<file path="src/rtl/dmem_arbiter.sv">
// dmem_arbiter: two-port (CPU / external) data-memory arbiter with a fixed-latency access sequencer
// Ports: clk_i, rst_i (async, active-low); cpu_* and ext_* request ports (req/we/adr/wdata in,
// rdata/ack out); cpu_stall_o; err_o misalignment pulse; mem_wr_o/mem_re_o/mem_adr_o/mem_data_o
// registered memory controls; mem_data_i combinational memory read data.
// Optional: define DMEM_ARB_RR_EN for round-robin arbitration instead of fixed C > X priority.
module dmem_arbiter #(
  parameter int ACC_CYC = 1,
  parameter int ADDR_W  = 32
) (
  input  logic              clk_i,
  input  logic              rst_i,
  input  logic              cpu_req_i,
  input  logic              cpu_we_i,
  input  logic [ADDR_W-1:0] cpu_adr_i,
  input  logic [31:0]       cpu_wdata_i,
  output logic [31:0]       cpu_rdata_o,
  output logic              cpu_ack_o,
  output logic              cpu_stall_o,
  input  logic              ext_req_i,
  input  logic              ext_we_i,
  input  logic [ADDR_W-1:0] ext_adr_i,
  input  logic [31:0]       ext_wdata_i,
  output logic [31:0]       ext_rdata_o,
  output logic              ext_ack_o,
  output logic              err_o,
  output logic              mem_wr_o,
  output logic              mem_re_o,
  output logic [ADDR_W-1:0] mem_adr_o,
  output logic [31:0]       mem_data_o,
  input  logic [31:0]       mem_data_i
);
  localparam int CW = ACC_CYC > 1 ? $clog2(ACC_CYC) : 1;
  typedef enum logic [1:0] {IDLE, ACCESS, DONE} state_t;
  state_t state;
  logic [CW-1:0] cnt;
  logic gnt;
  logic pick;
  logic sel_we;
  logic al;
  logic [ADDR_W-1:0] sel_adr;
  logic [31:0] sel_wdata;
`ifdef DMEM_ARB_RR_EN
  logic last;
  assign pick = (cpu_req_i & ext_req_i) ? ~last : ~cpu_req_i;
`else
  assign pick = ~cpu_req_i;
`endif
  assign sel_we      = pick ? ext_we_i : cpu_we_i;
  assign sel_adr     = pick ? ext_adr_i : cpu_adr_i;
  assign sel_wdata   = pick ? ext_wdata_i : cpu_wdata_i;
  assign al          = sel_adr[1:0] == 2'b00;
  assign cpu_stall_o = cpu_req_i & ~cpu_ack_o;
  // Strobes are only raised for aligned accesses, so at the end of ACCESS an active read strobe
  // means "capture rdata" and no strobe at all means the address was misaligned.
  always_ff @(posedge clk_i or negedge rst_i)
    if (!rst_i) begin
      state       <= IDLE;
      cnt         <= '0;
      gnt         <= 1'b0;
      mem_wr_o    <= 1'b0;
      mem_re_o    <= 1'b0;
      mem_adr_o   <= '0;
      mem_data_o  <= '0;
      cpu_rdata_o <= '0;
      ext_rdata_o <= '0;
      cpu_ack_o   <= 1'b0;
      ext_ack_o   <= 1'b0;
      err_o       <= 1'b0;
`ifdef DMEM_ARB_RR_EN
      last        <= 1'b0;
`endif
    end else begin
      case (state)
        IDLE: if (cpu_req_i | ext_req_i) begin
          state      <= ACCESS;
          cnt        <= CW'(ACC_CYC - 1);
          gnt        <= pick;
          mem_adr_o  <= sel_adr;
          mem_wr_o   <= sel_we & al;
          mem_re_o   <= ~sel_we & al;
          mem_data_o <= sel_we ? sel_wdata : '0;
`ifdef DMEM_ARB_RR_EN
          last       <= pick;
`endif
        end
        ACCESS: if (cnt == '0) begin
          state     <= DONE;
          mem_wr_o  <= 1'b0;
          mem_re_o  <= 1'b0;
          cpu_ack_o <= ~gnt;
          ext_ack_o <= gnt;
          err_o     <= ~(mem_wr_o | mem_re_o);
          if (mem_re_o && !gnt) cpu_rdata_o <= mem_data_i;
          if (mem_re_o && gnt) ext_rdata_o <= mem_data_i;
        end else cnt <= cnt - CW'(1);
        default: begin
          state     <= IDLE;
          cpu_ack_o <= 1'b0;
          ext_ack_o <= 1'b0;
          err_o     <= 1'b0;
        end
      endcase
    end
endmodule

</file>
<file path="config.mk">
export PLATFORM = sky130hd
export DESIGN_NAME = dmem_arbiter
export DESIGN_NICKNAME = d
export VERILOG_FILES = /design/src/rtl/dmem_arbiter.sv
export SDC_FILE = /design/constraint.sdc
export NUM_CORES = 1
export LEC_CHECK = 0
export ABC_AREA = 1
export BUFFER_PORTS_ARGS = -buffer_cell sky130_fd_sc_hd__buf_2
export CAP_MARGIN = 20
export CORE_MARGIN = 2
export CORE_UTILIZATION = 45
export DETAILED_ROUTE_END_ITERATION = 8
export PLACE_DENSITY = 0.85
export SLEW_MARGIN = 30
export SYNTH_ARGS = -nofsm -noshare
export SYNTH_HDL_FRONTEND = slang
export SYNTH_SLANG_ARGS = --single-unit
</file>
<file path="constraint.sdc">
create_clock -name clk_i -period 2.06 [get_ports clk_i]
set_clock_uncertainty 0.1 [all_clocks]
set_input_delay 0.103 -clock clk_i [delete_from_list [all_inputs] [get_ports clk_i]]
set_output_delay 0.103 -clock clk_i [all_outputs]
set_load 0.1 [all_outputs]
</file>
==> reports/qor.txt <==
Outcome - finished, final reports clean
Clock latency on the worst-skew pair - 410 ps
Final nets - 1372
Largest net degree at the start of global routing - 65
Crit path depth - 5
CORE AREA - 13800 um^2
Kind of critical path - reg -> reg
Initial antenna violation count - 0
Die H - 122 um
CP endpoint kind - register
H-tree depth - 4
Final HPWL DP - 11800 um
Cts bufs inserted - 17
Iteration-0 DRC Markers - 562
Tcrit/Tclk final - 0.815
Reg clk slew, reported paths - 60 ps
RePlAce Congestion - 0.827
First-pass GRT wire length - 34600 um
Rows - 43
Slowest Stage Delay on Critical Path - 470 ps
WP data arrival - 1930 ps
MaxCap Viol Count - 0
CTS tree - done
Final Hold Fails - 0
Peak Freq - 596 MHz
Yosys warning count - 0
Root buffer cell - clkbuf_16
Die span in x - 122 um
Die Area - 14900 um^2
WP data required - 2310 ps
Synth area leader - dfrtp_1
Post-CTS sizing - 0
Max clock buf depth - 2
Mean area per synthesized cell - 8.34 um^2
Library cells used by synthesis - 21
Vias in the first global route - 7266
GR Util All Layers - 0.301
Grt total ovfl - 0
Worst Reg-to-Reg Cells - 5
Drt pass-1 iters - 5
Layout cells sized above 1 - 0.340
#FFs+latches synth - 136
Actual slew at the worst max-slew pin - 605 ps
Setup TNS - 0 ps
Final min period - 1680 ps
Crit-path most repeated cell - nand2_1
Post-synth top area share - 0.542
Avg Vias per Cell - 5.00
Synthesized area - 6270 um^2
Fill cells - 843
Crit path buffers/inverters - 1
Hold Path Stages - 6
Post-Syn Instances - 752
ANT nets after route - 0
Slew HR - 0.596
Crit-path cells - nor2_4 > nand2_4 > inv_2 > nand2_1 > nand2_1
WL/cell - 15.9 um
Initial Util - 0.455
Nature of the critical path startpoint - register
N_diodes - 0
Post-CTS setup buffers - 0
Register area share after synthesis - 0.542
Slowest stage cell, crit path - inv_2
Worst-path fanout max - 32
RSZ-0062 raised after global routing - no
Hold_buf cts - 164
Setup violators final - 0
PortBufs - 299
Syn-to-layout area delta - 61.3%
Syn nets - 918
# DRC - 0
# IOs - 300
Final WL - 22200 um
Pins Over Slew Limit - 0
Synth area leaders - dfrtp_1 (54%), nand2_1 (27%), o21ai_2 (8.5%), buf_6 (3.1%), inv_1 (2.2%)
Min-delay worst type - in -> reg
DR vias - 6994
Crit-path leading delay family - simple AND/OR/NAND/NOR gates
CTS sink cnt - 136
-- layout make-up --
type,instances,area [um^2],area share
flip-flops and latches,136,3400,0.336
repair buffers,475,3300,0.326
multi-input cells,536,2410,0.238
clock buffers,20,457,0.0451
well taps,180,225,0.0223
clock inverters,11,171,0.0169
inverters,40,155,0.0153
-- cell usage in the layout (no fill, tap or decap), drive strengths merged --
master	instances
a21oi	1
buf	311
bufinv	4
clkbuf	20
clkinv	4
clkinvlp	2
dfrtp	136
dlygate4sd3	164
inv	41
nand2	452
nand3	5
nor2	6
o21ai	70
o31ai	1
or2	1
-- kinds of logic (layout without fill, tap and decap cells) --
logic type | after synthesis | in the layout | share of synthesized area
buffers and inverters | 80 | 546 | 0.0740
and+or+nand+nor | 464 | 464 | 0.289
AOI/OAI and AO/OA | 72 | 72 | 0.0943
DFF | 136 | 136 | 0.542
-- stage by stage --
stage          instances  hold WS [ps]  area (um^2)  setup WS [ps]  utilization
4_1_cts             1398          49.7        10100            416        0.735
2_1_floorplan        752          -293         6280            155            -
6_report            1398          85.9        10100            381        0.735
5_1_grt             1398           107        10100            317        0.735
3_5_place_dp        1203       -0.0550         7850            455        0.570
3_3_place_gp        1203          1.38         7850            498        0.570
-- registers in the layout (all words and copies together) (netlist names) --
signal	count
gnt	1
mem_wr_o	1
ext_rdata_o	32
cpu_ack_o	1
mem_adr_o	32
cpu_rdata_o	32
mem_re_o	1
state	2
ext_ack_o	1
err_o	1
mem_data_o	32
-- worst register-to-register path: stages (launching register included) --
cell and delay, ps:
dfrtp_1 430, nor2_4 180, nand2_4 140, inv_2 480, nand2_1 180, nand2_1 110
-- cell usage after synthesis, drive strengths merged --
cell,instances
or2,1
nand3,5
o21ai,70
a21oi,1
buf,38
nand2,452
inv,40
dfrtp,136
clkbuf,2
nor2,6
o31ai,1
-- final timing paths --
check | startpoint | to | slack (ps)
max | state[0] | mem_adr_o[28] | 380
min | cpu_we_i | mem_re_o | 90
max reg2reg | state[0] | mem_adr_o[28] | 380
min reg2reg | mem_data_o[30] | mem_data_o[30] | 370
max in group asynchronous | rst_i | mem_adr_o[2] | 1080
min in group asynchronous | rst_i | mem_adr_o[30] | 140
-- per-layer routing --
layer,GRT usage,up-vias,part of all wire
met5,0,-,0
met4,0.188,0,0.050
met3,0.0810,112,0.092
met2,0.517,450,0.50
met1,0.330,3226,0.36
li1,-,3206,-
Power is left out: the tool's default activity adds up to more than one toggle a clock period on the data nets, which glitch-free logic cannot reach.
